===== src/rtl/fifo_clase_fwft_pkg.sv =====
// Shared constants and class encodings for the class FIFO, the class arbiter
// and the per-class downstream FIFOs.
package fifo_clase_fwft_pkg;

  localparam int DATA_W        = 12;
  localparam int CLASS_HI      = 11;
  localparam int CLASS_LO      = 10;
  localparam int DEF_DEPTH     = 8;
  localparam int DEF_PTR_W     = 3;
  localparam int DEF_AF_THRESH = 6;
  localparam int DEF_AE_THRESH = 1;

  typedef logic [DATA_W-1:0] word_t;

  typedef enum logic [1:0] {
    CLS_0 = 2'd0,
    CLS_1 = 2'd1,
    CLS_2 = 2'd2,
    CLS_3 = 2'd3
  } class_e;

  function automatic class_e class_of(input word_t w);
    logic [1:0] cls;
    cls = w[CLASS_HI:CLASS_LO];
    return class_e'(cls);
  endfunction

endpackage


===== src/rtl/fifo_clase_fwft_if.sv =====
// Producer/consumer side of the class FIFO; master drives push/pop, slave is the FIFO.
interface fifo_clase_fwft_if #(
  parameter int DW = fifo_clase_fwft_pkg::DATA_W,
  parameter int PW = fifo_clase_fwft_pkg::DEF_PTR_W
);

  logic          push;
  logic [DW-1:0] data_in;
  logic          pop;
  logic [DW-1:0] data_out;
  logic          empty;
  logic          full;
  logic          almost_full;
  logic          almost_empty;
  logic [PW:0]   count;
  logic          err_overflow;
  logic          err_underflow;

  modport master (
    output push, data_in, pop,
    input  data_out, empty, full, almost_full, almost_empty, count,
           err_overflow, err_underflow
  );

  modport slave (
    input  push, data_in, pop,
    output data_out, empty, full, almost_full, almost_empty, count,
           err_overflow, err_underflow
  );

endinterface


===== src/rtl/fifo_mem_2p.sv =====
// Register-array storage: one synchronous write port, one asynchronous read port
// so the FIFO head is visible in the same cycle it is addressed.
module fifo_mem_2p #(
  parameter int DATA_W = 12,
  parameter int DEPTH  = 8,
  parameter int ADDR_W = 3
) (
  input  logic              clk,
  input  logic              we,
  input  logic [ADDR_W-1:0] waddr,
  input  logic [DATA_W-1:0] wdata,
  input  logic [ADDR_W-1:0] raddr,
  output logic [DATA_W-1:0] rdata
);

  logic [DATA_W-1:0] mem_reg [DEPTH];

  // Contents are never reset; pointers and count decide what is valid.
  always_ff @(posedge clk) begin
    if (we) begin
      mem_reg[waddr] <= wdata;
    end
  end

  assign rdata = mem_reg[raddr];

endmodule


===== src/rtl/fifo_clase_fwft.sv =====
// First-word-fall-through FIFO feeding the class arbiter: head word is driven
// combinationally from storage so the arbiter can inspect and pop in one cycle.
module fifo_clase_fwft
  import fifo_clase_fwft_pkg::*;
#(
  parameter int DEPTH     = DEF_DEPTH,
  parameter int PTR_W     = DEF_PTR_W,
  parameter int AF_THRESH = DEF_AF_THRESH,
  parameter int AE_THRESH = DEF_AE_THRESH
) (
  input  logic             clk,
  input  logic             reset,
  fifo_clase_fwft_if.slave bus
);

  localparam int CNT_W = PTR_W + 1;
  localparam logic [CNT_W-1:0] CNT_FULL = CNT_W'(DEPTH);
  localparam logic [CNT_W-1:0] CNT_AF   = CNT_W'(AF_THRESH);
  localparam logic [CNT_W-1:0] CNT_AE   = CNT_W'(AE_THRESH);

  logic [PTR_W-1:0] wr_ptr_reg, wr_ptr_next;
  logic [PTR_W-1:0] rd_ptr_reg, rd_ptr_next;
  logic [CNT_W-1:0] count_reg, count_next;
  logic             err_ovf_reg, err_ovf_next;
  logic             err_udf_reg, err_udf_next;

  logic  empty;
  logic  full;
  logic  wr_en;
  logic  rd_en;
  word_t rd_data;

  assign empty = (count_reg == '0);
  assign full  = (count_reg == CNT_FULL);

  // When full, a simultaneous pop frees the slot the write lands in (wr_ptr == rd_ptr).
  assign wr_en = bus.push & (~full | bus.pop);
  assign rd_en = bus.pop & ~empty;

  always_comb begin
    wr_ptr_next  = wr_ptr_reg;
    rd_ptr_next  = rd_ptr_reg;
    count_next   = count_reg;
    err_ovf_next = err_ovf_reg | (bus.push & full & ~bus.pop);
    err_udf_next = err_udf_reg | (bus.pop & empty);

    if (wr_en) begin
      wr_ptr_next = wr_ptr_reg + PTR_W'(1);
    end
    if (rd_en) begin
      rd_ptr_next = rd_ptr_reg + PTR_W'(1);
    end

    case ({wr_en, rd_en})
      2'b10:   count_next = count_reg + CNT_W'(1);
      2'b01:   count_next = count_reg - CNT_W'(1);
      default: count_next = count_reg;
    endcase
  end

  always_ff @(posedge clk or negedge reset) begin
    if (!reset) begin
      wr_ptr_reg  <= '0;
      rd_ptr_reg  <= '0;
      count_reg   <= '0;
      err_ovf_reg <= 1'b0;
      err_udf_reg <= 1'b0;
    end else begin
      wr_ptr_reg  <= wr_ptr_next;
      rd_ptr_reg  <= rd_ptr_next;
      count_reg   <= count_next;
      err_ovf_reg <= err_ovf_next;
      err_udf_reg <= err_udf_next;
    end
  end

  fifo_mem_2p #(
    .DATA_W (DATA_W),
    .DEPTH  (DEPTH),
    .ADDR_W (PTR_W)
  ) u_mem (
    .clk   (clk),
    .we    (wr_en),
    .waddr (wr_ptr_reg),
    .wdata (bus.data_in),
    .raddr (rd_ptr_reg),
    .rdata (rd_data)
  );

  // Flags decode the registered count only, so they never glitch on input changes.
  assign bus.data_out      = empty ? '0 : rd_data;
  assign bus.empty         = empty;
  assign bus.full          = full;
  assign bus.almost_full   = (count_reg >= CNT_AF);
  assign bus.almost_empty  = (count_reg <= CNT_AE);
  assign bus.count         = count_reg;
  assign bus.err_overflow  = err_ovf_reg;
  assign bus.err_underflow = err_udf_reg;

endmodule

===== src/flat_wrapper.sv =====
// flat-port wrapper written by rule: the top's interface ports become plain ports
module fifo_clase_fwft_flat import fifo_clase_fwft_pkg::*;
#(
  parameter int DEPTH     = DEF_DEPTH,
  parameter int PTR_W     = DEF_PTR_W,
  parameter int AF_THRESH = DEF_AF_THRESH,
  parameter int AE_THRESH = DEF_AE_THRESH
)
  (clk, reset, bus_push, bus_data_in, bus_pop, bus_data_out, bus_empty, bus_full, bus_almost_full, bus_almost_empty, bus_count, bus_err_overflow, bus_err_underflow);
  fifo_clase_fwft_if bus_i ();
  input  logic clk;
  input  logic reset;
  input wire logic [$bits(bus_i.push)-1:0] bus_push;
  input wire logic [$bits(bus_i.data_in)-1:0] bus_data_in;
  input wire logic [$bits(bus_i.pop)-1:0] bus_pop;
  output wire logic [$bits(bus_i.data_out)-1:0] bus_data_out;
  output wire logic [$bits(bus_i.empty)-1:0] bus_empty;
  output wire logic [$bits(bus_i.full)-1:0] bus_full;
  output wire logic [$bits(bus_i.almost_full)-1:0] bus_almost_full;
  output wire logic [$bits(bus_i.almost_empty)-1:0] bus_almost_empty;
  output wire logic [$bits(bus_i.count)-1:0] bus_count;
  output wire logic [$bits(bus_i.err_overflow)-1:0] bus_err_overflow;
  output wire logic [$bits(bus_i.err_underflow)-1:0] bus_err_underflow;
  assign bus_i.push = bus_push;
  assign bus_i.data_in = bus_data_in;
  assign bus_i.pop = bus_pop;
  assign bus_data_out = bus_i.data_out;
  assign bus_empty = bus_i.empty;
  assign bus_full = bus_i.full;
  assign bus_almost_full = bus_i.almost_full;
  assign bus_almost_empty = bus_i.almost_empty;
  assign bus_count = bus_i.count;
  assign bus_err_overflow = bus_i.err_overflow;
  assign bus_err_underflow = bus_i.err_underflow;
  fifo_clase_fwft #(.DEPTH(DEPTH), .PTR_W(PTR_W), .AF_THRESH(AF_THRESH), .AE_THRESH(AE_THRESH)) u_core (.clk(clk), .reset(reset), .bus(bus_i));
endmodule

===== config.mk =====
export PLATFORM = sky130hd
export DESIGN_NAME = fifo_clase_fwft_flat
export DESIGN_NICKNAME = d
export VERILOG_FILES = /design/src/rtl/fifo_clase_fwft_pkg.sv /design/src/rtl/fifo_clase_fwft_if.sv /design/src/rtl/fifo_mem_2p.sv /design/src/rtl/fifo_clase_fwft.sv /design/src/flat_wrapper.sv
export SDC_FILE = /design/constraint.sdc
export NUM_CORES = 1
export LEC_CHECK = 0
export CELL_PAD_IN_SITES_DETAIL_PLACEMENT = 1
export CELL_PAD_IN_SITES_GLOBAL_PLACEMENT = 1
export CORE_AREA = 2 2 151 123
export CTS_CLUSTER_DIAMETER = 200
export DETAILED_ROUTE_END_ITERATION = 6
export DIE_AREA = 0 0 153 125
export PLACE_DENSITY = 0.53
export SLEW_MARGIN = 25
export SYNTH_ARGS = -nofsm -noshare
export SYNTH_HDL_FRONTEND = slang
export SYNTH_SLANG_ARGS = --single-unit

===== constraint.sdc =====
create_clock -name clk -period 3.2 [get_ports clk]
set_clock_uncertainty 0.05 [all_clocks]
set_input_delay 0.96 -clock clk [delete_from_list [all_inputs] [get_ports clk]]
set_output_delay 0.96 -clock clk [all_outputs]
set_load 0.02 [all_outputs]

After elaboration in Yosys (flattened, before gate mapping)
Memory sizes are Yosys's and may differ from the RTL's.
Index checks and enable logic that the tools add are counted.
{"block": "totals", "regBits": 12, "wordCells": 32, "romBits": 0, "latchBits": 0, "out_inout_bits": 22, "mem_count": 1, "ramBits": 96, "input_bits": 16}
{"block": "classes", "div_mod_pow": 0, "n_mux": 4, "reduce_logical": 2, "order_cmp": 2, "mul": 0, "n_eq_ne": 3, "n_shift": 0, "bitwise": 11, "add_sub_neg": 4}
{"memory": "u_core.u_mem.mem_reg", "depth": 8, "width": 12, "read_ports": 1, "rd_clocked_by_memory_dff": 0, "wr": 1, "line_no": "fifo_mem_2p.sv:16", "rtl": "logic [DATA_W-1:0] mem_reg [DEPTH];"}
{"operator": "12-bit two-way mux", "n": 1}
{"operator": "4-bit case mux with 2 select lines", "n": 1}
{"operator": "3-bit by 1-bit adder with 3-bit output (second input constant)", "n": 2}
{"operator": "1-bit bitwise AND", "n": 5}
{"operator": "4-bit by 1-bit adder with 4-bit output (second input constant)", "n": 1}
{"operator": "4-bit equality test (second input constant)", "n": 1}
{"operator": "4-bit by 3-bit >= comparator with 1-bit output (second input constant)", "n": 1}
{"operator": "4-bit by 1-bit less-or-equal comparator with 1-bit output (second input constant)", "n": 1}
{"operator": "4-bit logical NOT", "n": 1}
{"operator": "4-bit by 1-bit subtractor with 4-bit output (second input constant)", "n": 1}
{"operator": "1-bit NOT", "n": 3}
{"operator": "1-bit bitwise OR", "n": 3}
{"operator": "2-bit by 1-bit equality test with 1-bit output (second input constant)", "n": 1}
{"operator": "2-bit equality test (second input constant)", "n": 1}
{"operator": "1-bit two-way mux", "n": 2}
{"operator": "2-bit nonzero test", "n": 1}

Logic depth before layout (Yosys ltp)
{"block": "depth", "word_depth": 6, "depth_mapped": 8, "mapped_depth_nobuf": 8}

Modules after synthesis
From an unflattened synthesis, not the netlist that was laid out.
{"block": "hier_totals", "hier_cells": 219, "hier_area_um2": 4465.5}
{"mod": "fifo_mem_2p", "instances": 1, "area_each_um2": 3747.3, "seq_area_each_um2": 2882.8, "cells_each": 152}
{"mod": "fifo_clase_fwft", "instances": 1, "area_each_um2": 718.2, "seq_area_each_um2": 300.3, "cells_each": 67}

Worst setup path before layout
Ideal clock, no wire load.
{"block": "synth_path", "path_kind": "reg-to-output", "startpoint": "register u_core.count_reg[0] (netlist: u_core.bus.count[0])", "endpoint": "output bus_data_out[0]", "stages_incl_launch_ff": 7, "t_required_ps": 2190, "path_buffers": 1, "setup_slack_ps": 318, "arrival_time_ps": 1872, "path_cell_list": "dfrtp_1 > inv_1 > ha_1 > nor3b_2 > nor2_1 > clkbuf_1 > a22o_1"}
{"block": "synth_between", "elab_chain_len": 2}
{"item": "start: declaration", "line_no": "fifo_clase_fwft.sv:23", "rtl": "logic [CNT_W-1:0] count_reg, count_next;"}
{"item": "start signal: assignment", "line_no": "fifo_clase_fwft.sv:71", "rtl": "count_reg <= count_next;"}
{"item": "4-bit logical NOT", "line_no": "fifo_clase_fwft.sv:33", "rtl": "assign empty = (count_reg == '0);"}
{"item": "via bus_empty", "line_no": "flat_wrapper.sv:17", "rtl": "output wire logic [$bits(bus_i.empty)-1:0] bus_empty;"}
{"item": "12-bit two-way mux", "line_no": "fifo_clase_fwft.sv:91", "rtl": "assign bus.data_out = empty ? '0 : rd_data;"}
{"item": "end: declaration", "line_no": "flat_wrapper.sv:16", "rtl": "output wire logic [$bits(bus_i.data_out)-1:0] bus_data_out;"}
The timed path passes the listed nets, and every way through them passes these cells.

Worst setup path after layout
{"block": "layout_path", "startpoint": "register u_core.rd_ptr_reg[0]", "endpoint": "output bus_data_out[11]"}
{"block": "layout_between", "elab_chain_len": 2}
{"item": "start: declaration", "line_no": "fifo_clase_fwft.sv:22", "rtl": "logic [PTR_W-1:0] rd_ptr_reg, rd_ptr_next;"}
{"item": "start signal: assignment", "line_no": "fifo_clase_fwft.sv:70", "rtl": "rd_ptr_reg <= rd_ptr_next;"}
{"item": "memory 8 x 12 bit"}
{"item": "12-bit two-way mux", "line_no": "fifo_clase_fwft.sv:91"}
No other way between the ends.

==> flow_summary.ini <==
[outcome]
outcome = finished, final reports clean

[logic_synthesis]
syn_inst = 207
yosysMostFrequentCell = edfxtp_1
yosysSeqAreaShare_pct = 73.2
synth.largest_area_cell = edfxtp_1
ys_seq_elements = 108
synth_area_um2 = 4350
synth_edf_count = 96
synthArstFlopShare_pct = 11.1
synth_top_area_share_pct = 66.3
syn_avg_cell_area_um2 = 21.0
yosys-top-cells-area = edfxtp_1, mux4_2, dfrtp_1, mux4_1, a22o_1
yosys_warnings = 0
synthDistinctLibCells = 31
synthTopCellsByCount = edfxtp_1, mux4_2, a22o_1, dfrtp_1, mux4_1
ys.flop_type = edfxtp_1
syn_nets = 231

[sta]
period_share_pct = 96.8
slew_violations = 0
worstMarginPinSlew_ns = 0.576
max_clock_freq_ghz = 0.323
fin_setup_tns_ns = 0
min_period_ns = 3.10
hold_viol = 0
setup_viol = 0
slew_headroom_pct = 61.5
rsz0062_at_grt = false

[power]
p_sw_w = 0.00171
swShare_pct = 33.0
power_density_nw_per_um2 = 935
ir_drop_v = 0.000265
p_leak_nw = 1.92
pwr-share-seq_pct = 37.2
combPwrFrac_pct = 41.4
power_frac_clock_pct = 21.4
power.internal_w = 0.00347

[hold_path]
hp-class = register to register

[detailed_routing]
routed_wl_um = 9330
firstDrtPassIters = 4
route.met2.wl_um = 4430
dr_wl_met3_um = 238
dr.first_iter.drc_count = 119
wl_met1_um = 4500
drtAntennaViolNets = 0
routed_via_density = 4.19
avgRoutedWirePerCell_um = 18.1
vias = 2156
drc_errors = 0
top_layer = met4

[critical_path]
cp.arrival_ns = 2.09
crit_type = register to output pin
critPathTopFamily = buffers and inverters
critPathMaxFanout = 10
startpoint_type = register
crit_path_end_kind = output pin
slowest_delay_ns = 0.52
critPathRequiredTime_ns = 2.19
slowest_stage = mux4_2
cp_num_buf_inv = 3
crit_chain = buf_12, buf_4, mux4_2, a22o_1, dlygate4sd2_1

[grt]
antenna_found_initial = 0
grt_max_degree = 27
grt_pass1_wl_um = 14100
grt_usage_pct = 10.2
grt_pass1_vias = 2379
grt_remaining_overflow = 0

[layout]
n_antenna_cell = 0
largest_reg_flops = 96
fin_nets = 303
final_area_um2 = 5540
fillers = 1807
syn2layout_area_growth_pct = 27.3
multi_input_area_um2 = 1110
drive_above_1_share_pct = 27.8
regArea_um2 = 3180
fin_cells = 514

[cts]
clk_latency_ns = 0.35
htree_num_levels = 3
clk_pin_slew_ns = 0.07
tritoncts.num_buffers = 9
clock_sinks = 108
cts_tree = built
cts.path.max_buffers = 2
cts_root_buffer = clkbuf_16
cts_hold_buf = 0

[floorplanning]
die_y_um = 125
row_count = 44
io_pins = 38
die_area_um2 = 19100
initial_core_util_pct = 24.5
coreArea_um2 = 17800
die_w_um = 153

[place]
hpwlAfterDp_um = 5910
numPortBuffers = 37
gp_congestion = 0.715
place_inst = 489
placed_cell_area_um2 = 5180

[flow_run]
drv_cap = 0
layout by cell type (no fill, tap or decap), drive strengths merged, types with 3 or more instances in the layout:
cell type      count
edfxtp            96
buf               35
clkdlybuf4s50     25
mux4              24
a22o              12
dfrtp             12
clkbuf            11
ha                 8
nor2               7
xnor2              5
dlygate4sd2        5
inv                5
nor3               5
nand2b             3
xor2               3
o21ai              3
clkinv             3
final cells by class:
| cell class | count | area share, % |
|---|---|---|
| multi-input cells | 87 | 20.1 |
| repair buffers | 69 | 11.4 |
| inverters | 4 | 0.271 |
| flip-flops and latches | 108 | 57.5 |
| well taps | 230 | 5.20 |
| clock inverters | 7 | 1.38 |
| clock buffers | 9 | 4.07 |
power groups by stage:
stage,clock [W],sequential (W),combinational [W]
after floorplan,0,0.00198,0.00121
after global placement,0,0.00194,0.00218
after detailed placement,0,0.00195,0.00221
after CTS,0.00115,0.00193,0.00219
after global routing,0.00120,0.00195,0.00231
final,0.00111,0.00193,0.00214
cells by family after synthesis:
| kind of cell | synth area share, % |
|---|---|
| buffers and inverters | 2.04 |
| AO/OA/AOI/OAI | 3.68 |
| adder cells (fa/ha/maj) | 2.30 |
| XOR/XNOR | 1.61 |
| multiplexers | 14.0 |
| AND/OR/NAND/NOR | 3.14 |
| flip-flops | 73.2 |
path summary, 6_finish.rpt:
check / from / end / slack, ns / cells past startpoint
worst max-delay path: u_core.rd_ptr_reg[0] / bus_data_out[11] / 0.10 / 5
worst min-delay path: u_core.bus.err_underflow / u_core.bus.err_underflow / 0.42 / 1
worst max register to register: u_core.bus.count[1] / u_core.bus.count[3] / 0.90 / 9
worst min register to register: u_core.bus.err_underflow / u_core.bus.err_underflow / 0.42 / 1
max in group asynchronous: reset / u_core.rd_ptr_reg[0] / 1.79 / 1
min in group asynchronous: reset / u_core.bus.count[2] / 0.93 / 1
per-layer routing:
| layer | up-vias | track usage (%) |
|---|---|---|
| met5 | - | 0 |
| met4 | 0 | 4.03 |
| met3 | 10 | 2.67 |
| met2 | 25 | 16.1 |
| met1 | 1123 | 13.5 |
| li1 | 998 | - |
what timing repair did:
item / 4_1_cts / 5_1_grt
hold endpoints to repair: 0 / 0
resized for setup: 24 / 7
endpoints found under the setup margin: 12 / 7
setup buffers: 6 / 3
cloned: 0 / 0
stage by stage:
step	worst slack, ns	total power [W]	utilization (%)	hold slack (ns)
after global placement	0.174	0.00412	29.1	0.393
after floorplan	0.318	0.00319	-	0.410
final	0.103	0.00517	31.1	0.419
after CTS	0.00646	0.00527	31.1	0.415
after global routing	0.00184	0.00547	31.1	0.449
after detailed placement	0.169	0.00416	29.1	0.399
Power figures use the tool's default switching activity.
